`config.mk`:
```
export PLATFORM = sky130hd
export DESIGN_NAME = gcd_behmodel
export DESIGN_NICKNAME = d
export VERILOG_FILES = /design/src/rtl/gcd_behmodel.sv
export SDC_FILE = /design/constraint.sdc
export NUM_CORES = 1
export LEC_CHECK = 0
export ABC_AREA = 1
export BUFFER_PORTS_ARGS = -buffer_cell sky130_fd_sc_hd__buf_2
export CORE_MARGIN = 1
export CORE_UTILIZATION = 30
export DETAILED_ROUTE_END_ITERATION = 6
export GPL_TIMING_DRIVEN = 0
export MAX_ROUTING_LAYER = met4
export SETUP_SLACK_MARGIN = 0.3
export SYNTH_ARGS = -nofsm -noshare
export SYNTH_HDL_FRONTEND = slang
export SYNTH_SLANG_ARGS = --single-unit
```
`constraint.sdc`:
```
create_clock -name clk -period 1.94 [get_ports clk]
set_input_delay 0.388 -clock clk [delete_from_list [all_inputs] [get_ports clk]]
set_output_delay 0.388 -clock clk [all_outputs]
set_load 0.03 [all_outputs]
```
`src/rtl/gcd_behmodel.sv`:
```
// Sequential GCD engine using iterative subtractive Euclid behind a start/done handshake.
// Optional step counter output enabled by defining GCD_STEP_COUNT_EN.
module gcd_behmodel #(
    parameter int unsigned W = 7
) (
    input  logic         clk,
    input  logic         rst,
    input  logic         start,
    input  logic [W-1:0] A,
    input  logic [W-1:0] B,
    output logic         busy,
    output logic         done,
    output logic [W-1:0] GCD
`ifdef GCD_STEP_COUNT_EN
    ,
    output logic [W-1:0] steps
`endif
);

    typedef enum logic {
        IDLE = 1'b0,
        CALC = 1'b1
    } state_t;

    state_t       state;
    logic [W-1:0] a_r;
    logic [W-1:0] b_r;

    // Control, working registers and result; done defaults low so it pulses for one cycle.
    always_ff @(posedge clk) begin
        if (rst) begin
            state <= IDLE;
            busy  <= 1'b0;
            done  <= 1'b0;
            GCD   <= '0;
            a_r   <= '0;
            b_r   <= '0;
`ifdef GCD_STEP_COUNT_EN
            steps <= '0;
`endif
        end else begin
            done <= 1'b0;
            case (state)
                IDLE: begin
                    if (start) begin
                        a_r   <= A;
                        b_r   <= B;
                        busy  <= 1'b1;
                        state <= CALC;
`ifdef GCD_STEP_COUNT_EN
                        steps <= '0;
`endif
                    end
                end
                CALC: begin
                    if (a_r == '0 || b_r == '0 || a_r == b_r) begin
                        // a_r|b_r yields the nonzero operand, or the common value when equal.
                        GCD   <= a_r | b_r;
                        done  <= 1'b1;
                        busy  <= 1'b0;
                        state <= IDLE;
                    end else begin
                        if (a_r > b_r) begin
                            a_r <= a_r - b_r;
                        end else begin
                            b_r <= b_r - a_r;
                        end
`ifdef GCD_STEP_COUNT_EN
                        steps <= steps + W'(1);
`endif
                    end
                end
                default: begin
                    state <= IDLE;
                    busy  <= 1'b0;
                end
            endcase
        end
    end

endmodule

```
==> impl_results.md, run 1 <==
- Outcome: finished, final reports clean
- X dimension of the die: 78.8 um
- Peak Freq: ~560 MHz
- Crit path required time: 2.12 ns
- Pin slew with the least headroom to its limit: approximately 0.32 ns
- Initial Util: approximately a third
- Cell area reported after detailed placement: 2050 um^2
- Worst reg2reg startpoint: b_r[3]
- Drt wl/cell: 14.4 um
- Number of standard cells in the layout, taps in and fillers out: 400
- Chip height: 78.8 um
- Crit Reg-Reg Endpoint: a_r[1]
- Path type of the worst setup path: reg2reg
- Post-synthesis to final-layout area growth: 52.9%
- Hold Path Cell Cnt: 2
- Vias in the first global route: between 1,500 and 2,000
- Logic gate share of total power: 78.4%
- Clock insertion delay at the later pin of the skew report: 0.27 ns
- Top-level port count: 26
- Hold-fix buffers at CTS: 0
- Final count of hold timing violations: 0
- Drt total wl: 5760 um
- Placed cell count: roughly 370
- DR pass1 iterations: 6
- Power after layout: 0.00522 W
- Max cap viols: 0
- Multi-input gate area: about 1500 um^2
- Number of failing setup endpoints in the final timing report: 0
- Post-synth cell types: 22
- Area of the placeable core: between 5000 and 6000 um^2
- Critical hold path startpoint: rst
- H-tree depth reported by CTS: 1
- Clk buf depth: 2
- Pins Over Slew Limit: 0
- Worst IR Drop VDD: 0.000770 V
- Placer's final routability congestion estimate: 0.911
- Iteration-0 DRC Markers: 212
- RSZ-0062 raised after global routing: yes
- Std-Cell Rows: 27
- Fin Hold WS: between 0.2 and 0.3 ns
- Worst slew margin relative to its limit: roughly four fifths
- Summed instance area of the synthesized netlist: approximately 1800 um^2
- Max Clock Skew: 0.00676 ns
- Worst setup slack before clock tree synthesis: -0.00167 ns
- Layout fillers: 555
- Switching Power: between 0.002 and 0.003 W
- Worst Path Max Fanout: 5
- Type of destination of the critical path: register
- Number of instances in the synthesized netlist: 270
- Global-route wire length before repair: 8910 um
- Hold-critical path endpoint: state
- Overflow left after global routing: 0
- Reported leakage power: 1.29 nW
- Flip-flop and latch count after synthesis: 24
- Commonest non-fill, non-tap cells in the layout: sky130_fd_sc_hd__nand2_1 (50), sky130_fd_sc_hd__nand3_1 (26), sky130_fd_sc_hd__buf_2 (26), sky130_fd_sc_hd__nor2_1 (24), sky130_fd_sc_hd__buf_4 (24)
- Number of antenna violations at the first check in global routing: 0
- Master cell of the clock root buffer: sky130_fd_sc_hd__clkbuf_8
- HPWL reported at the end of detailed placement: 3690 um
- Arrival time at the worst endpoint: 1.95 ns
- DRC violations left: 0
- Clock-pin slew on the worst setup and hold paths: 0.10 ns
- Overall Global Routing Usage: 19.3%
- Power per standard cell area: 1930 nW/um^2
- Reg2reg path depth: 12
- Vias: 1,935
- Maximum number of pins on one net before global-route repair: 14
- Internal power component: about 0.0026 W
- Min setup slack post-route: 0.166 ns
- Buffers on Ports: 25
- Vias per cell: 4.84
- TritonCTS buffer count: 3
- Die Area: approximately 6200 um^2
- Share of cells above drive strength 1: 50.9%
- Syn nets: ~310
- Critical Path Source Type: register
- Net count of the finished layout: 368
- Most common library cell in the layout ignoring fill and taps: sky130_fd_sc_hd__nand2_1
- FF/Latch Area: 508 um^2
- Total clock sinks: 24
- Net switching share of the total power: 50.3%
- Clock tree from TritonCTS: done
- Seq/Total Area, Yosys: 27.1%
- Part of the power in the clock network: 6.3%
- Syn. warnings: 0
- Post-detailed-route count of antenna-violating nets: 0
- Post-Syn Area per Cell: 6.56 um^2
- Clock period minus final worst setup slack: 1.77 ns
- Register share of total power: 15.3%
- Final design area excluding fillers: between 2000 and 3000 um^2
- Final clock period utilization by the worst path: 91.4%
- Count of antenna diodes in the layout: 0
- HP Class: in2reg
- Worst reg2reg setup slack: 0.17 ns
[metal layers]
metal | up-vias | GRT usage (%) | part of all wire (%)
met3 | 8 | 2.41 | 4.2
met5 | - | - | 0
li1 | 980 | - | -
met4 | 0 | 4.55 | 1.5
met1 | 884 | 25.1 | 47
met2 | 63 | 31.8 | 47
[cells by family after synthesis]
| group | synth area share, % |
|---|---|
| flops | 27.1 |
| simple gates | 35.5 |
| compound gates | 8.98 |
| xor+xnor | 0.990 |
| fa+ha+maj | 16.4 |
| mux | 1.13 |
| buf+inv | 9.82 |
[power by group through the flow]
stage | combinational [W] | sequential (W) | clock, W
4_1_cts | 0.00329 | 0.000778 | 0.000340
6_report | 0.00409 | 0.000796 | 0.000330
3_5_place_dp | 0.00241 | 0.000788 | 0
5_1_grt | 0.00442 | 0.000814 | 0.000363
2_1_floorplan | 0.00180 | 0.000841 | 0
3_3_place_gp | 0.00239 | 0.000785 | 0
[flip-flops by register name (all words and copies together) (netlist names)]
signal  count
done        1
busy        1
b_r         7
GCD         7
state       1
a_r         7
[how the worst max path moves through the flow]
stage	from	end	slack [ns]	cells after the start
after CTS	a_r[0]	a_r[6]	0.21	13
after floorplan	a_r[5]	b_r[1]	0.30	10
final	b_r[3]	a_r[1]	0.17	12
after global routing	a_r[0]	a_r[6]	0.10	13
after global placement	b_r[6]	GCD[0]	-0.02	9
after detailed placement	b_r[6]	GCD[0]	-0.002	9
[cells in the mapped netlist, drive strengths merged]
| library cell | count | area [um^2] |
|---|---|---|
| or2 | 4 | 25.0 |
| fa | 2 | 40.0 |
| xor2 | 2 | 17.5 |
| clkbuf | 1 | 7.51 |
| nand3 | 37 | 185 |
| dfxtp | 24 | 480 |
| inv | 31 | 116 |
| nor3 | 2 | 10.0 |
| nor2 | 31 | 116 |
| mux2i | 2 | 20.0 |
| buf | 7 | 50.0 |
| and2 | 1 | 6.26 |
| ha | 20 | 250 |
| o21ai | 9 | 45.0 |
| nand2 | 75 | 287 |
| a21oi | 22 | 114 |
[critical path: stages (launching register included)]
cell	delay, ns
sky130_fd_sc_hd__dfxtp_4	0.40
sky130_fd_sc_hd__inv_4	0.05
sky130_fd_sc_hd__ha_4	0.27
sky130_fd_sc_hd__nor2_4	0.17
sky130_fd_sc_hd__and2_4	0.16
sky130_fd_sc_hd__nand2_2	0.06
sky130_fd_sc_hd__nand2_4	0.09
sky130_fd_sc_hd__nand2_4	0.06
sky130_fd_sc_hd__nand2_4	0.09
sky130_fd_sc_hd__buf_6	0.14
sky130_fd_sc_hd__nand3_2	0.06
sky130_fd_sc_hd__nand2_1	0.08
sky130_fd_sc_hd__nor2_1	0.04
[what timing repair did]
action                     in CTS  in global routing
resized for setup              63                 57
pin swaps                      21                 25
buffers inserted               20                  7
setup endpoints to repair      23                 22
gates cloned                    2                  0
[area by class of cell]
type	count	share of cell area (%)
plain buffers	8	2.73
clock buffers	4	1.66
inverters	31	4.95
multi-input cells	207	54.7
flip-flops and latches	24	18.8
well taps	72	3.33
repair buffers	54	13.8
[metrics by stage]
step | TNS (ns) | utilization [%]
floorplan | 0 | -
global placement | -0.142 | 36.5
detailed placement | -0.00265 | 36.5
CTS | 0 | 44.0
global route | 0 | 48.3
finish | 0 | 48.3
Power figures use the tool's default switching activity.
==> inputs of run 2 (changes only) <==
--- a/config.mk
+++ b/config.mk
@@ -8,10 +8,11 @@
 export ABC_AREA = 1
 export BUFFER_PORTS_ARGS = -buffer_cell sky130_fd_sc_hd__buf_2
 export CORE_MARGIN = 1
-export CORE_UTILIZATION = 30
+export CORE_UTILIZATION = 57
 export DETAILED_ROUTE_END_ITERATION = 6
 export GPL_TIMING_DRIVEN = 0
 export MAX_ROUTING_LAYER = met4
+export PLACE_DENSITY = 0.8
 export SETUP_SLACK_MARGIN = 0.3
 export SYNTH_ARGS = -nofsm -noshare
 export SYNTH_HDL_FRONTEND = slang
==> run 2 against run 1 <==
- the run now ends with design-rule violations left
- first-iteration DRC count decreased by 7.5%
- via count increased by 4.5%
- clock skew decreased by 0.0032 ns
- cell area decreased by 12%
- fmax decreased by 4.8%
- flip-flop and latch count unchanged
- sequential power about the same
- combinational power decreased by 17%
- sequential share of layout area increased by 2.7 points
- worst setup slack got worse by 0.089 ns
- cell count decreased by 14%
- non-clock buffer count decreased by 13
- critical endpoint unchanged
- largest power group unchanged
==> impl_results.md, run 2 (synthesis gave the netlist of run 1 again) <==
- Most common library cell in the layout ignoring fill and taps: sky130_fd_sc_hd__nand2_1
- HP Class: in2reg
- Placed cell count: ~330
- Share of cells above drive strength 1: 42.5%
- Std-Cell Rows: 19
- Overall Global Routing Usage: 31.6%
- Count of antenna diodes in the layout: 0
- DR pass1 iterations: 7
- Reported leakage power: 1.18 nW
- Number of antenna violations at the first check in global routing: 0
- Crit path required time: approximately 2.2 ns
- Clock-pin slew on the worst setup and hold paths: 0.15 ns
- Final count of hold timing violations: 0
- Drt wl/cell: 16.5 um
- Min setup slack post-route: 0.0776 ns
- DRC violations left: 3
- Path type of the worst setup path: reg2reg
- Violated checks: design-rule violations
- X dimension of the die: a little under 60 um
- Worst reg2reg startpoint: b_r[4]
- Die Area: 3330 um^2
- Drt total wl: 5710 um
- Worst reg2reg setup slack: 0.08 ns
- Peak per-stage delay on the critical path: 0.39 ns
- Vias in the first global route: between 1,500 and 2,000
- Type of destination of the critical path: register
- Ordered cell list for the critical path: inv_4 > ha_4 > buf_4 > nor2_2 > and2_1 > nand2_2 > nand2_2 > nand2_2 > nand2_4 > buf_6 > nand3_2 > nand2_2 > nor2_2
- Reg2reg path depth: 13
- Power after layout: 0.00449 W
- Vias: roughly 2,000
- Worst IR Drop VDD: 0.00125 V
- Pins Over Slew Limit: 0
- Number of standard cells in the layout, taps in and fillers out: 346
- Buffers on Ports: 25
- Clock period minus final worst setup slack: 1.86 ns
- Critical Path Source Type: register
- TritonCTS buffer count: 3
- Post-detailed-route count of antenna-violating nets: 0
- Maximum number of pins on one net before global-route repair: 14
- Outcome: finished with violations
- Iteration-0 DRC Markers: 196
- HPWL reported at the end of detailed placement: around 3400 um
- Timing startpoint of the critical path: b_r[4]
- Hold-critical path endpoint: state
- Clock tree from TritonCTS: done
- Highest-delay cell along the critical path: sky130_fd_sc_hd__dfxtp_4
- Power per standard cell area: 1870 nW/um^2
- Regs by FF count: GCD (7), a_r (7), b_r (7)
- Number of failing setup endpoints in the final timing report: 0
- Global-route wire length before repair: ~7800 um
- Total clock sinks: 24
- Peak Freq: 537 MHz
- Vias per cell: 5.85
- Area of the placeable core: 2850 um^2
- Top-level port count: 26
- Pin slew with the least headroom to its limit: around 0.51 ns
- Final clock period utilization by the worst path: between 90 and 100%
- Critical hold path startpoint: rst
- Post-synthesis to final-layout area growth: 35.3%
- Commonest non-fill, non-tap cells in the layout: sky130_fd_sc_hd__nand2_1 (56), sky130_fd_sc_hd__nand3_1 (33), sky130_fd_sc_hd__buf_2 (26), sky130_fd_sc_hd__nor2_1 (24)
- Crit Reg-Reg Endpoint: a_r[1]
- Master cell of the clock root buffer: sky130_fd_sc_hd__clkbuf_4
- Max cap viols: 0
- Worst setup slack before clock tree synthesis: -0.00986 ns
- Clock insertion delay at the later pin of the skew report: 0.32 ns
- Placer's final routability congestion estimate: 0.957
- H-tree depth reported by CTS: 1
- Worst Path Max Fanout: 5
- Cell repeated most along the worst path: sky130_fd_sc_hd__nand2_2
- RSZ-0062 raised after global routing: yes
- Clk buf depth: 2
- Worst slew margin relative to its limit: between 60% and 70%
- Net count of the finished layout: 355
- Hold-fix buffers at CTS: 0
- Hold Path Cell Cnt: 2
- Chip height: 57.7 um
- Initial Util: 62.1%
- Arrival time at the worst endpoint: 2.10 ns
- Count of buffering cells on the critical path with inverters included: 3
- Overflow left after global routing: 0
- Family of cells with the greatest summed delay on the critical path: simple AND/OR/NAND/NOR gates
- Max Clock Skew: 0.00359 ns
run 2: metrics by stage:
stage / cell area (um^2) / hold slack, ns / TNS [ns] / util (%)
finish: 2390 / 0.231 / 0 / 83.9
global route: 2390 / 0.227 / 0 / 83.9
CTS: 2230 / 0.239 / 0 / 78.2
detailed placement: 2000 / 0.469 / -0.0167 / 70.0
global placement: 2000 / 0.459 / 0 / 70.0
floorplan: 1830 / 0.457 / 0 / -
run 2: timing repair:
action	in CTS	in global routing
resized for setup	33	45
setup endpoints to repair	23	22
pin swaps	10	16
setup buffers	11	4
endpoints found under the hold margin	0	0
gates cloned	0	1
run 2: how the worst max path moves through the flow:
stage          endpoint  cells after the start
6_report         a_r[1]                     13
5_1_grt          b_r[4]                     11
4_1_cts          b_r[6]                     13
3_5_place_dp     GCD[2]                      9
3_3_place_gp     GCD[2]                      9
2_1_floorplan    b_r[1]                     10
run 2: area by class of cell:
type / count / area [um^2]
fill: 175 / 458
tap: 31 / 38.8
buffer: 8 / 61.3
multi-input combinational: 207 / 1360
inverter: 31 / 129
sequential: 24 / 513
clock buffer: 4 / 36.3
timing repair buffer: 41 / 253
run 2: per-layer routing:
| metal | share of wire, % | up-vias | GRT usage (%) | routed length, um |
|---|---|---|---|---|
| li1 | - | 952 | - | - |
| met1 | 41 | 910 | 39.8 | 2330 |
| met2 | 46 | 130 | 51.0 | 2640 |
| met3 | 8.4 | 31 | 5.80 | 477 |
| met4 | 4.5 | 0 | 11.2 | 259 |
| met5 | 0 | - | - | 0 |
run 2: report_power, final:
group          switching [W]  internal [W]
logic                0.00207       0.00134
clock network       0.000168      0.000115
registers           0.000122      0.000675
